===== src/rtl/cardinal_nic_pkg.sv =====
// Shared constants for the cardinal NIC: register-select codes and packet field layout.
// Packet fields use MSB-first numbering (bit 0 = MSB = vector index DATA_WIDTH-1).
// Ports: none (package).
package cardinal_nic_pkg;

  localparam int DATA_WIDTH = 64;
  localparam int ADDR_WIDTH = 2;

  // Processor register select
  localparam logic [ADDR_WIDTH-1:0] NIC_IB  = 2'b00;
  localparam logic [ADDR_WIDTH-1:0] NIC_IBS = 2'b01;
  localparam logic [ADDR_WIDTH-1:0] NIC_OB  = 2'b10;
  localparam logic [ADDR_WIDTH-1:0] NIC_OBS = 2'b11;

  // Packet fields as vector indices (MSB-first bit n maps to index 63-n)
  localparam int PKT_VC       = 63;  // bit 0
  localparam int PKT_DIR_HI   = 62;  // bits 1:2
  localparam int PKT_DIR_LO   = 61;
  localparam int PKT_RSV_HI   = 60;  // bits 3:7
  localparam int PKT_RSV_LO   = 56;
  localparam int PKT_HOP_HI   = 55;  // bits 8:15
  localparam int PKT_HOP_LO   = 48;
  localparam int PKT_PLD_HI   = 31;  // bits 32:63
  localparam int PKT_PLD_LO   = 0;

  // Virtual-channel bit of a packet
  function automatic logic pkt_vc(input logic [DATA_WIDTH-1:0] pkt);
    return pkt[PKT_VC];
  endfunction

endpackage


===== src/rtl/cardinal_nic_chan_buf.sv =====
// nic_chan_buf: one-entry packet register with a full flag.
// Ports: clk/reset, load (captured only while empty), unload (clears full), d in, q/full out.
// Latency: loaded data visible on q the cycle after load; unload of a full entry takes one cycle.
module nic_chan_buf #(
  parameter int DATA_WIDTH = 64
) (
  input  logic                  clk,
  input  logic                  reset,
  input  logic                  load,
  input  logic                  unload,
  input  logic [DATA_WIDTH-1:0] d,
  output logic [DATA_WIDTH-1:0] q,
  output logic                  full
);

  always_ff @(posedge clk) begin
    if (reset) begin
      q    <= '0;
      full <= 1'b0;
    end else if (load && !full) begin
      // A load while full is dropped; contents stay intact.
      q    <= d;
      full <= 1'b1;
    end else if (unload && full) begin
      full <= 1'b0;
    end
  end

endmodule


===== src/rtl/cardinal_nic.sv =====
// cardinal_nic: NIC between a cardinal_cpu PE and its NoC router port.
// Ports: clk/reset; PE side addr/d_in/d_out/nicEn/nicWrEn; router side net_si/net_ri/net_di
// (input channel) and net_so/net_ro/net_do/net_polarity (output channel).
module cardinal_nic
  import cardinal_nic_pkg::*;
(
  input  logic                  clk,
  input  logic                  reset,
  input  logic [ADDR_WIDTH-1:0] addr,
  input  logic [DATA_WIDTH-1:0] d_in,
  output logic [DATA_WIDTH-1:0] d_out,
  input  logic                  nicEn,
  input  logic                  nicWrEn,
  input  logic                  net_si,
  output logic                  net_ri,
  input  logic [DATA_WIDTH-1:0] net_di,
  output logic                  net_so,
  input  logic                  net_ro,
  output logic [DATA_WIDTH-1:0] net_do,
  input  logic                  net_polarity
);

  logic [DATA_WIDTH-1:0] ib, ob;
  logic                  ib_full, ob_full;
  logic                  pe_rd, pe_wr;

  assign pe_rd = nicEn && !nicWrEn;
  assign pe_wr = nicEn && nicWrEn;

  // Input channel: router may only deliver while the buffer is empty.
  assign net_ri = !ib_full;

  nic_chan_buf #(.DATA_WIDTH(DATA_WIDTH)) u_ib (
    .clk    (clk),
    .reset  (reset),
    .load   (net_si && net_ri),
    .unload (pe_rd && (addr == NIC_IB)),
    .d      (net_di),
    .q      (ib),
    .full   (ib_full)
  );

  // Output channel: send only when the packet's VC matches the router's current polarity.
  assign net_so = ob_full && net_ro && (pkt_vc(ob) == net_polarity);
  assign net_do = net_so ? ob : '0;

  // A write landing in the same cycle as a send sees ob_full=1 and is dropped.
  nic_chan_buf #(.DATA_WIDTH(DATA_WIDTH)) u_ob (
    .clk    (clk),
    .reset  (reset),
    .load   (pe_wr && (addr == NIC_OB)),
    .unload (net_so),
    .d      (d_in),
    .q      (ob),
    .full   (ob_full)
  );

  always_comb begin
    d_out = '0;
    if (pe_rd) begin
      unique case (addr)
        NIC_IB:  d_out = ib;
        NIC_IBS: d_out = {{(DATA_WIDTH-1){1'b0}}, ib_full};
        NIC_OB:  d_out = ob;
        NIC_OBS: d_out = {{(DATA_WIDTH-1){1'b0}}, ob_full};
        default: d_out = '0;
      endcase
    end
  end

endmodule


===== config.mk =====
export PLATFORM = sky130hd
export DESIGN_NAME = cardinal_nic
export DESIGN_NICKNAME = d
export VERILOG_FILES = /design/src/rtl/cardinal_nic_pkg.sv /design/src/rtl/cardinal_nic_chan_buf.sv /design/src/rtl/cardinal_nic.sv
export SDC_FILE = /design/constraint.sdc
export NUM_CORES = 1
export LEC_CHECK = 0
export ABC_CLOCK_PERIOD_IN_PS = 1350
export CAP_MARGIN = 20
export CORE_UTILIZATION = 45
export CTS_CLUSTER_DIAMETER = 200
export DETAILED_ROUTE_END_ITERATION = 10
export PLACE_DENSITY = 0.81
export SLEW_MARGIN = 20
export SYNTH_ARGS = -nofsm -noshare
export SYNTH_HDL_FRONTEND = slang
export SYNTH_HIERARCHICAL = 1
export SYNTH_SLANG_ARGS = --single-unit

===== constraint.sdc =====
create_clock -name clk -period 1.35 [get_ports clk]
set_input_delay 0.27 -clock clk [delete_from_list [all_inputs] [get_ports clk]]
set_output_delay 0.27 -clock clk [all_outputs]
set_load 0.02 [all_outputs]

After elaboration in Yosys (flattened, before gate mapping)
Index checks and enable logic that the tools add are counted.
{"block": "op_classes", "n_addsub": 0, "multipliers": 0, "div": 0, "n_lt_le_gt_ge": 0, "eq_ne": 4, "n_shift": 0, "muxes": 7, "n_bitwise": 0, "n_reduce_logical": 17}
{"op": "64-bit case mux with 4 select lines", "n": 1}
{"op": "64-bit 2-to-1 mux", "n": 2}
{"op": "1-bit logical AND", "n": 11}
{"op": "2-bit == test (second input constant)", "n": 2}
{"op": "1-bit 2-to-1 mux", "n": 4}
{"op": "2-bit nonzero test", "n": 2}
{"op": "1-bit logical NOT", "n": 3}
{"op": "2-bit by 1-bit == test with 1-bit output (second input constant)", "n": 1}
{"op": "2-bit logical NOT", "n": 1}
{"op": "1-bit == test", "n": 1}
{"block": "word_totals", "ff_bits": 130, "latch_bits": 0, "ramBits": 0, "rom_bits": 0, "in_bits": 137, "word_cells": 32, "mem_count": 0}

Depth between registers and ports, before layout
Gate-level depths: netlist of the first run.
{"block": "depth", "word_depth": 6, "ltp_mapped": 5}

Hierarchy
Netlist of the first run, hierarchy kept.
{"module": "nic_chan_buf", "instances": 2, "cells_each": 295, "area_per_inst_um2": 2976.6, "seq_area_each_um2": 1301.2}
{"module": "cardinal_nic", "instances": 1, "cells_each": 165, "area_per_inst_um2": 1347.5, "seq_area_each_um2": 0.0}

Least setup slack after synthesis of the first run
Ideal clock, no wire load.
{"block": "synth_timing", "path_type": "reg-to-output", "start": "register u_ob.q[63]", "end": "output port net_do[14]", "arrival_ns": 1.330, "required_time_ns": 1.080, "setup_slack_ns": -0.250, "path_stages_with_launch": 5, "path_cell_list": "dfxtp_1 -> xor2_1 -> buf_2 -> buf_2 -> nor3b_1"}
{"block": "synth_via", "elab_chain_len": 3}
{"item": "start, declared", "line_no": "cardinal_nic_chan_buf.sv:12", "source": "output logic [DATA_WIDTH-1:0] q,"}
{"item": "start signal, assigned", "line_no": "cardinal_nic_chan_buf.sv:18", "source": "q <= '0;"}
{"item": "start signal, assigned", "line_no": "cardinal_nic_chan_buf.sv:22", "source": "q <= d;"}
{"item": "1-bit == test", "line_no": "cardinal_nic.sv:44", "source": "assign net_so = ob_full && net_ro && (pkt_vc(ob) == net_polarity);"}
{"item": "1-bit logical AND", "line_no": "cardinal_nic.sv:44"}
{"item": "64-bit 2-to-1 mux", "line_no": "cardinal_nic.sv:45", "source": "assign net_do = net_so ? ob : '0;"}
{"item": "end, declared", "line_no": "cardinal_nic.sv:19", "source": "output logic [DATA_WIDTH-1:0] net_do,"}
No other way between the ends.

Final worst setup path of the first run
{"block": "layout_timing", "start": "register u_ob.q[63]", "end": "output port net_do[20]"}
Same word-level chain as after synthesis.

==> impl_metrics.ini, run 1 <==
[power]
p_total_mw = 11.9
pwr_density_cell_nw_per_um2 = 825
leakage_nw = 5.95
vdd_drop_max_v = 0.000933

[critical_path]
critical_path_required_ps = 1080
cp-end-kind = output port
cp-start-kind = register
critPathMaxFanout = 6
crit_type = reg -> out
arrival_ps = 1910

[detailed_routing]
post-route-drc-count = 0
via_per_inst = 6.68
vias = 9127
ant_nets = 0
met1_length_um = 14900
maxUsedRoutingLayer = met5
wl_per_cell_um = 30.7
dr_wl_met3_um = 4420
routed_wl_um = 42000
drt_iter0_drc = 965
wl_met2_um = 19100
drt_pass1_iterations = 5

[floorplan]
num_io_pins = 267
core-area_um2 = 15900
dieWidth_um = 129
die-height_um = 129
die_area_um2 = 16700
row_count = 46
initial_core_util = 0.460

[timing]
setup_tns_ps = -87450
timing.final.crit_share = 1.62
period_minus_slack_ps = 2180
fin_skew_ps = 6.66
finalSetupViolCount = 260
finalHoldViolCount = 0
fmax_ghz = 0.458
rsz0062_at_grt = yes
finalMaxSlewViolations = 0
slew_headroom = 0.712
setup_ws_ps = -832
tightest_slew_ps = 431

[worst_hold_path]
hold_path_class = in -> reg

[finish]
post-route-util = 0.908
nNetsFinal = 1272
drive_gt1_frac = 0.460
area_delta_synth_final_pct = 97.5

[clocking]
clockBufferDepth = 2
cts_tree = built
clock_latency_ps = 430
cts_sinks = 130
htree_levels = 4
path_clk_slew_ps = 60
cts_buffers = 17
cts_root_buf = clkbuf_16

[synthesis]
seq_area_frac_synth = 0.356
synth_cell_type_count = 23
synth_area_leader_cell = dfxtp_1
syn_nets = 892
synth_top_area_share = 0.356
syn_avg_cell_area_um2 = 9.67
synth_area_um2 = 7300
yosys_register_bits = 130
yosysWarnings = 6
synthCells = 755
synth_area_leaders = dfxtp_1 (36%), nand4bb_1 (20%), nand2b_1 (11%), o21ai_1 (8.6%), a22o_1 (7.6%)

[global_routing]
grt_pass1_wl_um = 48600
grt_max_degree = 67
track_usage = 0.390
grt_pass1_vias = 8365
antenna_found_initial = 3
overflow = 0

[run_status]
outcome = complete, but fails checks
violations = setup timing

[placement]
pre_cts_ws_ps = -1230
gp_congestion = 0.840
io_buffers = 266
dp_hpwl_um = 17600

[flow_run]
drv_cap = 0
routing by layer:
metal | global-route usage | vias to the layer above
met1 | 0.453 | 4400
li1 | - | 3593
met5 | 0 | -
met3 | 0.0871 | 307
met4 | 0.274 | 2
met2 | 0.639 | 825
path summary, 6_finish.rpt:
kind	slack (ps)	startpoint	depth (start not counted)	to
min	360	reset	3	u_ib/q[51]
max	-830	u_ob/q[63]	5	net_do[20]
max reg2reg	-470	u_ib/full	9	u_ib/q[43]
min reg2reg	490	u_ib/q[63]	2	u_ib/q[63]
logic make-up after synthesis:
kind of cell	Yosys count	share of synthesized area
muxes	1	0.00360
DFF	130	0.356
and+or+nand+nor	331	0.384
AOI/OAI and AO/OA	193	0.165
buffers and inverters	99	0.0893
xor gates and xnor gates	1	0.00120
metrics by stage:
| step | area (µm²) | cells | hold slack, ps |
|---|---|---|---|
| floorplan | 8480 | 755 | 437 |
| global placement | 11800 | 1250 | 458 |
| detailed placement | 11800 | 1250 | 463 |
| CTS | 13700 | 1339 | 322 |
| global route | 14400 | 1366 | 378 |
| finish | 14400 | 1367 | 357 |
area by class of cell:
type,count,area [µm²]
multi-input cells,526,5480
clock buffers,20,457
flip-flops and latches,130,2610
diodes,3,7.51
inverters,1,3.75
fillers,590,1470
well taps,216,270
repair buffers,459,5410
clock inverters,12,180
where the power goes:
part	leakage [nW]	internal, mW	switching, mW
Sequential	1.06	4.01	0.195
Combinational	4.59	1.43	1.13
Clock	0.295	3.19	1.93
flip-flops by register name, summed over array words and instances, names as in the netlist:
name and cells:
u_ib/full 1, u_ib/q 64, u_ob/full 1, u_ob/q 64
Yosys cell counts:
| library cell | n |
|---|---|
| dfxtp_1 | 130 |
| nand2b_1 | 128 |
| nand4bb_1 | 128 |
| o21ai_1 | 126 |
| nor3b_1 | 64 |
| a22o_1 | 63 |
| buf_2 | 35 |
| buf_6 | 21 |
| buf_4 | 17 |
| clkbuf_1 | 13 |
| clkbuf_2 | 12 |
| nor2_1 | 3 |
| nor2b_1 | 3 |
| a211oi_1 | 2 |
| o21ai_0 | 2 |
| and3b_1 | 1 |
| and4b_2 | 1 |
| and4bb_1 | 1 |
| inv_1 | 1 |
| mux4_1 | 1 |
| nand2_1 | 1 |
| nor4b_2 | 1 |
| xor2_1 | 1 |
placed cells by master, fill, tap and decap left out, types with 2 or more instances in the layout:
| cell | instances |
|---|---|
| dfxtp_4 | 3 |
| nor2b_4 | 3 |
| nand2b_1 | 128 |
| dlygate4sd2_1 | 2 |
| nand4bb_4 | 4 |
| nor3b_4 | 51 |
| buf_8 | 14 |
| clkbuf_8 | 2 |
| nand4bb_1 | 124 |
| diode_2 | 3 |
| o21ai_4 | 4 |
| buf_2 | 3 |
| clkdlybuf4s50_1 | 129 |
| a22o_4 | 59 |
| buf_12 | 32 |
| bufinv_16 | 4 |
| a22o_1 | 4 |
| o21ai_1 | 103 |
| clkbuf_16 | 28 |
| a211oi_2 | 2 |
| buf_4 | 104 |
| dfxtp_1 | 127 |
| nor3b_2 | 13 |
| clkinvlp_4 | 5 |
| buf_16 | 19 |
| buf_6 | 144 |
| o21ai_2 | 21 |
critical path: stages, from the launching register on:
cell,delay (ps)
dfxtp_4,370
xor2_4,200
buf_6,180
buf_12,150
nor3b_4,390
buf_6,190
what timing repair did:
item / CTS / global route
endpoints found under the setup margin: 255 / 203
resized for setup: 862 / 99
endpoints found under the hold margin: 0 / 0
gates cloned: 19 / 11
buffers inserted: 40 / 23
pin swaps: 55 / 28
hold buffers: 0 / 0
(Power assumes the default switching activity.)
==> inputs of run 2 (changes only) <==
- SLEW_MARGIN: 20 -> unset
==> results of run 2 <==
No change in the layout: final DEF, timing and power equal those of run 1.
